`src/rtl/fetch_stage.sv`:
```
// fetch_stage: instruction-fetch stage in front of a combinational
// instruction memory. Owns the PC, presents it as the fetch address and
// captures the returned word into the IF/ID register for decode.
// Handles stall, flush and redirect from later stages.
//
// Build option: define FETCH_ADDR_CHECK_EN to enable fetch-address
// checking (misaligned or out-of-range PC drives the sticky FAULT state).
// Without it no checking is done, fetch_fault is tied low and the memory
// address is always word-aligned.
module fetch_stage #(
  parameter logic [31:0] RESET_PC = 32'h0000_0000,
  parameter logic [31:0] MEM_SIZE = 32'h0000_8000
) (
  input  logic        clock,
  input  logic        reset,
  input  logic        stall,
  input  logic        flush,
  input  logic        redirect,
  input  logic [31:0] redirect_target,
  output logic [31:0] imem_address,
  input  logic [31:0] imem_instruction,
  output logic [31:0] if_id_instruction,
  output logic [31:0] if_id_pc,
  output logic [31:0] if_id_pc_plus4,
  output logic        if_id_valid,
  output logic        fetch_fault,
  output logic [31:0] fetch_count
);

  typedef enum logic {RUN = 1'b0, FAULT = 1'b1} state_t;

  localparam logic [31:0] NOP = 32'h0000_0000;

  state_t      state;
  state_t      state_nx;
  logic [31:0] pc_p0;
  logic [31:0] pc_plus4_p0;
  logic        addr_bad;

  // Next sequential PC; 32-bit add wraps modulo 2^32.
  function automatic logic [31:0] pc_inc(input logic [31:0] pc);
    return pc + 32'd4;
  endfunction

`ifdef FETCH_ADDR_CHECK_EN
  // Legal fetch: word aligned and no further than the last memory word.
  function automatic logic addr_legal(input logic [31:0] pc);
    return (pc[1:0] == 2'b00) && (pc <= (MEM_SIZE - 32'd4));
  endfunction

  // The check looks at the PC currently presented, so a bad redirect
  // target is caught on the first cycle it sits in the PC.
  assign addr_bad     = (state == RUN) && !addr_legal(pc_p0);
  assign imem_address = pc_p0;
`else
  assign addr_bad     = 1'b0;
  assign imem_address = {pc_p0[31:2], 2'b00};
`endif

  assign pc_plus4_p0 = pc_inc(pc_p0);

  // State register: reset always returns to RUN.
  always_ff @(posedge clock) begin
    if (reset) begin
      state <= RUN;
    end else begin
      state <= state_nx;
    end
  end

  // Next state: a bad fetch address in RUN traps; FAULT is left only by reset.
  always_comb begin
    state_nx = state;
    if (state == RUN && addr_bad) begin
      state_nx = FAULT;
    end
  end

  // Output decode: fault flag is the FAULT state itself, which makes it sticky.
  always_comb begin
`ifdef FETCH_ADDR_CHECK_EN
    fetch_fault = (state == FAULT);
`else
    fetch_fault = 1'b0;
`endif
  end

  // PC and IF/ID update, priority: fault detect > redirect > stall > sequential.
  always_ff @(posedge clock) begin
    if (reset) begin
      pc_p0             <= RESET_PC;
      if_id_instruction <= NOP;
      if_id_pc          <= 32'h0000_0000;
      if_id_pc_plus4    <= 32'h0000_0000;
      if_id_valid       <= 1'b0;
      fetch_count       <= 32'h0000_0000;
    end else if (state == RUN) begin
      if (addr_bad) begin
        // Trap: PC frozen on the offending address, IF/ID drained.
        if_id_valid <= 1'b0;
      end else if (redirect) begin
        // Taken branch/jump: the word fetched this cycle is wrong-path.
        pc_p0             <= redirect_target;
        if_id_instruction <= NOP;
        if_id_valid       <= 1'b0;
      end else if (stall) begin
        // Hold everything, but a concurrent flush still kills IF/ID.
        if (flush) begin
          if_id_instruction <= NOP;
          if_id_valid       <= 1'b0;
        end
      end else if (flush) begin
        // Flush drops the fetched word yet the PC keeps moving.
        pc_p0             <= pc_plus4_p0;
        if_id_instruction <= NOP;
        if_id_valid       <= 1'b0;
      end else begin
        pc_p0             <= pc_plus4_p0;
        if_id_instruction <= imem_instruction;
        if_id_pc          <= pc_p0;
        if_id_pc_plus4    <= pc_plus4_p0;
        if_id_valid       <= 1'b1;
        fetch_count       <= fetch_count + 32'd1;
      end
    end
  end

endmodule

```
`config.mk`:
```
export PLATFORM = sky130hd
export DESIGN_NAME = fetch_stage
export DESIGN_NICKNAME = d
export VERILOG_FILES = /design/src/rtl/fetch_stage.sv
export SDC_FILE = /design/constraint.sdc
export NUM_CORES = 1
export LEC_CHECK = 0
export BUFFER_PORTS_ARGS = -buffer_cell sky130_fd_sc_hd__buf_4
export CAP_MARGIN = 5
export CORE_AREA = 4 4 122 147
export DETAILED_ROUTE_END_ITERATION = 6
export DIE_AREA = 0 0 126 151
export HOLD_SLACK_MARGIN = 0.06
export PLACE_DENSITY = 0.72
export SYNTH_ARGS = -nofsm -noshare
export SYNTH_HDL_FRONTEND = slang
export SYNTH_SLANG_ARGS = --single-unit
```
`constraint.sdc`:
```
create_clock -name clock -period 4.63 [get_ports clock]
set_clock_uncertainty 0.15 [all_clocks]
set_input_delay 1.1575 -clock clock [delete_from_list [all_inputs] [get_ports clock]]
set_output_delay 1.1575 -clock clock [all_outputs]
set_load 0.01 [all_outputs]
```
==> impl_results.md, run 1 <==
- Worst-case vdd ir drop: 231.6 uV
- Number of instances in the synthesized netlist: 889
- Most common flop cell mapped by yosys: sky130_fd_sc_hd__dfxtp_1
- WHS: 0.3017 ns
- Number of top-level pins: 231
- Number of input and output port buffers inserted: 227
- Type of destination of the critical path: flip-flop
- Layout Area Growth over Synthesis: 28.66%
- H-tree level count: 4
- Chip Height: 151 um
- FF-to-FF setup slack: 1.50 ns
- Pin count of the biggest net entering global routing: 54
- Post-place instance area: 8817 um2
- Cell variety after synth: 54
- Mean number of vias per cell: 5.719
- Outcome: completed
- Antenna diode instance count: 0
- Arrival time at the worst endpoint: 3.49 ns
- Cells resized by post-CTS repair: 0
- Number of pins with negative max-slew slack in the final report: 0
- Standby leakage power: 3.591 nW
- Number of violations reported at the end of detailed-routing iteration 0: 626
- Critical path launch point type: input port
- Leading cell type in the layout, fill and taps excluded: sky130_fd_sc_hd__buf_4
- Min-delay src: pc_p0[0]
- Slew at the pin with the worst max-slew slack: 1.136 ns
- Core area: 16660 um2
- Mapped Avg Cell Area: 8.250 um2
- CP dominant cell by count: sky130_fd_sc_hd__or4_1
- Shortest period the worst path allows: 3.282 ns
- Synth Register Bits: 159
- Top cell family by delay on the critical path: simple AND/OR/NAND/NOR gates
- Clock edge transition at the registers on the reported setup and hold paths: 0.07 ns
- Post-layout instance area: 9437 um2
- Post-DP HPWL: 15380 um
- RSZ-0062 raised after global routing: no
- DRT Pass-1 Iters: 5
- All-Layer GR Usage: 22.73%
- Global route overflow: 0
- Buffers and inverters on the worst path: 1
- Max-cap check violation count: 0
- Worst R2R Path Depth: 5
- Count of antenna-violating nets left after detailed routing: 0
- Classification of the worst setup path: in -> reg
- Summed negative setup slack over all endpoints: 0 ns
- Floorplan die area: 19030 um2
- Cell Count, Final, Fillers Out: 1260
- Highest-delay cell along the critical path: sky130_fd_sc_hd__or4_1
- Horizontal extent of the die: 126 um
- Startpoint of the worst register-to-register path: pc_p0[2]
- Number of flops mapped to enable cells by yosys: 0
- Antenna violations before repair: 0
- Asr flop ratio synth: 0%
- Number of failing setup endpoints in the final timing report: 0
- NumNets Final: 1102
- Post-route DRC: 0
- Total Wirelength: 22180 um
- Via count of the first global-routing pass: 6753
- Final Hold Fails: 0
- Worst-skew pair later-pin latency: 0.43 ns
- Total setup buffers inserted after CTS: 0
- Placed Cells: 1228
- Fin crit share: 70.89%
- CTS tree: yes
- Biggest fanout along the worst timing path: 32
- Number of buffers added to fix hold violations after cts: 0
- Highest-count cells in the layout ignoring fill and taps: sky130_fd_sc_hd__buf_4 (236), sky130_fd_sc_hd__dfxtp_1 (159), sky130_fd_sc_hd__nand2_1 (95)
- Number of rows in the core area: 52
- Ys Warns: 0
- Cell-by-cell listing of the critical path: buf_4, or3_2, or4_1, or4_1, a21oi_1
- Class of the tightest hold or removal check: reg -> reg
- Worst-case hold path end point: if_id_pc[0]
- Ratio of cells with drive above 1 in the final layout: 26.72%
- Routed wire per std cell: 17.60 um
- CP required: 4.84 ns
- Register area share after synthesis: 43.40%
- Wire length of the first global-routing pass: 35330 um
- Max stage delay on crit path: 0.84 ns
- Rel. slew slack: 23.61%
- Post-synthesis instance area: 7335 um2
- Peak clock frequency supported by timing: 0.3047 GHz
- CTS Root Buffer Type: sky130_fd_sc_hd__clkbuf_16
- Number of cells on the worst hold path: 2
- Detailed-route via count: 7206
- Starting density of the core: 44.04%
- Placer Congestion: 0.8659
- Buffers from clock root to sink, at most: 2
- PD cells: 345.5 nW/um2
- R2R Path End: pc_p0[24]
- CTS sink count: 159
- Clock buffers created by TritonCTS: 17
[worst reg2reg max path: cells and delay by family, from the launching register on]
family | cells | cell delay (ns)
AO/OA/AOI/OAI | 1 | 0.38
flip-flops | 1 | 0.59
adder cells (fa/ha/maj) | 1 | 0.30
AND/OR/NAND/NOR | 3 | 1.60
[how the worst max path moves through the flow]
stage / start / endpoint / slack (ns) / cells after the start
after global routing: redirect / fetch_count[28] / 1.24 / 5
after detailed placement: redirect / fetch_count[24] / 0.93 / 5
after floorplan: redirect / fetch_count[26] / 1.52 / 6
after CTS: redirect / fetch_count[28] / 1.38 / 5
after global placement: redirect / fetch_count[24] / 0.97 / 5
final: redirect / fetch_count[26] / 1.35 / 5
[cell type report]
class / instances / area (um2)
inverter: 9 / 33.78
tap: 216 / 270.3
clock buffer: 17 / 425.4
sequential: 159 / 3183
timing repair buffer: 236 / 1772
fill: 1576 / 7219
multi-input combinational: 608 / 3558
clock inverter: 15 / 193.9
[flip-flops by register name (all words and copies together) (netlist names)]
register           count
if_id_pc              32
pc_p0                 32
if_id_pc_plus4        30
fetch_count           32
if_id_valid            1
if_id_instruction     32
[cell families (layout without fill, tap and decap cells)]
kind of cell    Yosys count  after routing  share of synthesized area, %
compound gates          224            224                         19.99
xor+xnor                 32             32                         3.821
fa+ha+maj                 2              2                        0.3411
buf+inv                 124            277                         8.342
flops                   159            159                         43.40
mux                       3              3                        0.4094
other cells               1              3                       0.05113
simple gates            344            344                         23.64
[cell usage after synthesis, types with 10 or more instances]
cell type                    n  share of area, %
sky130_fd_sc_hd__a211oi_1   17               1.7
sky130_fd_sc_hd__a21oi_1    62               4.2
sky130_fd_sc_hd__a22oi_1    32               3.3
sky130_fd_sc_hd__a311oi_1   10               1.2
sky130_fd_sc_hd__a31oi_1    13               1.1
sky130_fd_sc_hd__and4_1     13               1.6
sky130_fd_sc_hd__buf_1      11              0.56
sky130_fd_sc_hd__buf_4      36               3.7
sky130_fd_sc_hd__clkbuf_1   59               3.0
sky130_fd_sc_hd__dfxtp_1   159                43
sky130_fd_sc_hd__nand2_1    95               4.9
sky130_fd_sc_hd__nand3_1    28               1.9
sky130_fd_sc_hd__nand4_1    24               2.0
sky130_fd_sc_hd__nor2_1     83               4.2
sky130_fd_sc_hd__nor3_1     15               1.0
sky130_fd_sc_hd__nor4_1     14               1.2
sky130_fd_sc_hd__o21ai_0    42               2.9
sky130_fd_sc_hd__o31ai_1    20               2.0
sky130_fd_sc_hd__or3_1      21               1.8
sky130_fd_sc_hd__or4_1      23               2.4
sky130_fd_sc_hd__xnor2_1    21               2.5
sky130_fd_sc_hd__xor2_1     11               1.3
[layer usage]
| metal | global-route usage (%) | vias to the layer above | wire length [um] |
|---|---|---|---|
| met2 | 36.50 | 262 | 10540 |
| met1 | 28.42 | 3391 | 9236 |
| met3 | 6.667 | 44 | 1734 |
| met5 | 0 | - | 0 |
| met4 | 10.09 | 0 | 669 |
| li1 | - | 3509 | - |
[power by group]
group          internal, W  switching [W]
clock network     0.000864       0.000626
registers          0.00141      0.0000651
logic             0.000143       0.000151
[per-stage QoR]
step                      total power, W  worst slack (ns)  utilization [%]
after floorplan                 0.001667             1.522                -
after global placement          0.001798            0.9666            52.94
after detailed placement        0.001801            0.9260            52.94
after CTS                       0.003289             1.375            56.66
after global routing            0.003386             1.245            56.66
final                           0.003260             1.348            56.66
Power figures use the tool's default switching activity.
==> run 2: changes to the inputs <==
PLACE_DENSITY = 0.75   (was 0.72)
clock period = 2.9 ns   (was 4.63 ns; I/O delays follow)
==> impl_results.md, run 2 (synthesis gave the netlist of run 1 again) <==
- Worst-skew pair later-pin latency: 0.42 ns (about the same)
- Number of violations reported at the end of detailed-routing iteration 0: 643 (+2.7%)
- Rel. slew slack: 53.35% (+30 points)
- Core Util, Final: 58.20% (+1.5 points)
- Arrival time at the worst endpoint: 2.69 ns (-0.80 ns)
- CP required: 3.05 ns (-1.79 ns)
- Switching share of power: 25.03% (-0.80 points)
- Placed Cells: 1264 (+2.9%)
- DRT Pass-1 Iters: 5 (unchanged)
- Standby leakage power: 3.760 nW (+4.7%)
- Global route overflow: 0 (unchanged)
- Pin count of the biggest net entering global routing: 108 (+100%)
- Chip Height: 151 um (unchanged)
- Peak clock frequency supported by timing: 0.3925 GHz
- Leading cell type in the layout, fill and taps excluded: sky130_fd_sc_hd__buf_4
- Cell-by-cell listing of the critical path: nand4_1, or4_1, o41a_1, a2111oi_0
- Cell Count, Final, Fillers Out: 1296 (+2.9%)
- Power Internal: 0.003801 W (+57%)
- Mean number of vias per cell: 5.699 (-0.35%)
- Biggest fanout along the worst timing path: 9 (-72%)
- Final Hold Fails: 0 (unchanged)
- Post-place instance area: 9112 um2 (+3.3%)
- Layout Area Growth over Synthesis: 32.16%
- Critical path launch point type: flip-flop
- Antenna diode instance count: 0 (unchanged)
- Total setup buffers inserted after CTS: 0 (unchanged)
- Outcome: completed
- Cells resized by post-CTS repair: 0 (unchanged)
- NumNets Final: 1138 (+3.3%)
- Summed negative setup slack over all endpoints: 0 ns (unchanged)
- Number of failing setup endpoints in the final timing report: 0 (unchanged)
- Net Sw Power: 0.001269 W (+51%)
- CTS Root Buffer Type: sky130_fd_sc_hd__clkbuf_16
- Sequential share of power: 46.0% (+0.7 points)
- Floorplan die area: 19030 um2 (unchanged)
- Fin crit share: 87.85%
- Post-DP HPWL: 16340 um (+6.3%)
- Starting density of the core: 44.04% (unchanged)
- Shortest period the worst path allows: 2.548 ns
- Via count of the first global-routing pass: 6982 (+3.4%)
- RSZ-0062 raised after global routing: no
- Routed wire per std cell: 17.68 um (+0.42%)
- Placer Congestion: 0.9172 (+5.9%)
- PD cells: 523.1 nW/um2 (+51%)
- H-tree level count: 4 (unchanged)
- Buffers from clock root to sink, at most: 2 (unchanged)
- Count of antenna-violating nets left after detailed routing: 0 (unchanged)
- Max stage delay on crit path: 0.71 ns (-0.13 ns)
- Number of input and output port buffers inserted: 227 (unchanged)
- Highest-count cells in the layout ignoring fill and taps: sky130_fd_sc_hd__buf_4 (270), sky130_fd_sc_hd__dfxtp_1 (159), sky130_fd_sc_hd__nand2_1 (95)
- Number of top-level pins: 231 (unchanged)
- Type of destination of the critical path: flip-flop
- Combinational cell fraction of total power: 10.5% (+1.5 points)
- Classification of the worst setup path: reg -> reg
- Post-Place Setup Slack: -0.05105 ns (-0.9770 ns)
- Worst-case vdd ir drop: 367.6 uV (+59%)
- CTS sink count: 159 (unchanged)
- Clock share of power: 43.5% (-2.2 points)
- Core area: 16660 um2 (unchanged)
- Number of pins with negative max-slew slack in the final report: 0 (unchanged)
- Slew at the pin with the worst max-slew slack: 0.6934 ns (-0.4430 ns)
- Highest-delay cell along the critical path: sky130_fd_sc_hd__or4_1
- Number of buffers added to fix hold violations after cts: 0 (unchanged)
- Post-layout instance area: 9693 um2 (+2.7%)
- Number of rows in the core area: 52 (unchanged)
- Final worst-path setup slack: 0.3524 ns (-0.9953 ns)
- Ratio of cells with drive above 1 in the final layout: 29.07% (+2.3 points)
- Antenna violations before repair: 0 (unchanged)
- Total Wirelength: 22910 um (+3.3%)
- Horizontal extent of the die: 126 um (unchanged)
- Clock buffers created by TritonCTS: 17 (unchanged)
- Wire length of the first global-routing pass: 36140 um (+2.3%)
- Clock edge transition at the registers on the reported setup and hold paths: 0.06 ns (about the same)
- CTS tree: yes
- Detailed-route via count: 7386 (+2.5%)
- Max-cap check violation count: 0 (unchanged)
- Class of the tightest hold or removal check: reg -> reg
- Post-route DRC: 0 (unchanged)
- All-Layer GR Usage: 23.41% (+0.67 points)
## run 2: changes by cell type in the layout (fill, tap and decap cells not counted)
cell / previous run / this run
sky130_fd_sc_hd__clkbuf_1: 0 / 1
sky130_fd_sc_hd__buf_4: 236 / 270
sky130_fd_sc_hd__clkbuf_8: 0 / 1
sky130_fd_sc_hd__inv_8: 1 / 0
sky130_fd_sc_hd__inv_6: 6 / 2
sky130_fd_sc_hd__buf_12: 0 / 2
sky130_fd_sc_hd__clkinv_2: 0 / 4
sky130_fd_sc_hd__bufinv_16: 3 / 2
## run 2: worst paths after layout
check                             startpoint           end  slack, ns  cells after the start
worst max-delay path               pc_p0[18]     pc_p0[27]       0.35                      4
worst min-delay path            if_id_pc[10]  if_id_pc[10]       0.31                      2
worst max register to register     pc_p0[18]     pc_p0[27]       0.35                      4
worst min register to register  if_id_pc[10]  if_id_pc[10]       0.31                      2
## run 2: area by class of cell
cell class	instances	area [um2]
clock buffer	19	442.9
clock inverter	13	137.6
fill	1552	6963
inverter	9	33.78
multi-input combinational	608	3558
sequential	159	3183
tap	216	270.3
timing repair buffer	272	2067
## run 2: power groups by stage
stage	Combinational, W	Sequential (W)	Clock [W]
finish	0.000532	0.00233	0.00221
global route	0.000578	0.00234	0.00234
CTS	0.000534	0.00233	0.00224
detailed placement	0.000532	0.00238	0
global placement	0.000525	0.00238	0
floorplan	0.000291	0.00237	0
## run 2: routing by layer
| layer | share of wire (%) | GRT usage, % | vias up |
|---|---|---|---|
| met5 | 0 | 0 | - |
| met4 | 2.4 | 8.530 | 0 |
| met2 | 49 | 39.67 | 299 |
| met1 | 40 | 28.48 | 3484 |
| li1 | - | - | 3560 |
| met3 | 8.2 | 6.596 | 43 |
## run 2: per-stage QoR
| step | total power [W] | hold slack (ns) |
|---|---|---|
| after global routing | 0.005256 | 0.3320 |
| after CTS | 0.005102 | 0.3068 |
| final | 0.005070 | 0.3067 |
| after global placement | 0.002904 | 0.2895 |
| after detailed placement | 0.002912 | 0.2984 |
| after floorplan | 0.002661 | 0.2812 |
## run 2: critical path, delay by kind of cell, from the launching register on
family	cells	cell delay [ns]
simple gates	2	0.98
compound gates	2	0.80
flops	1	0.48
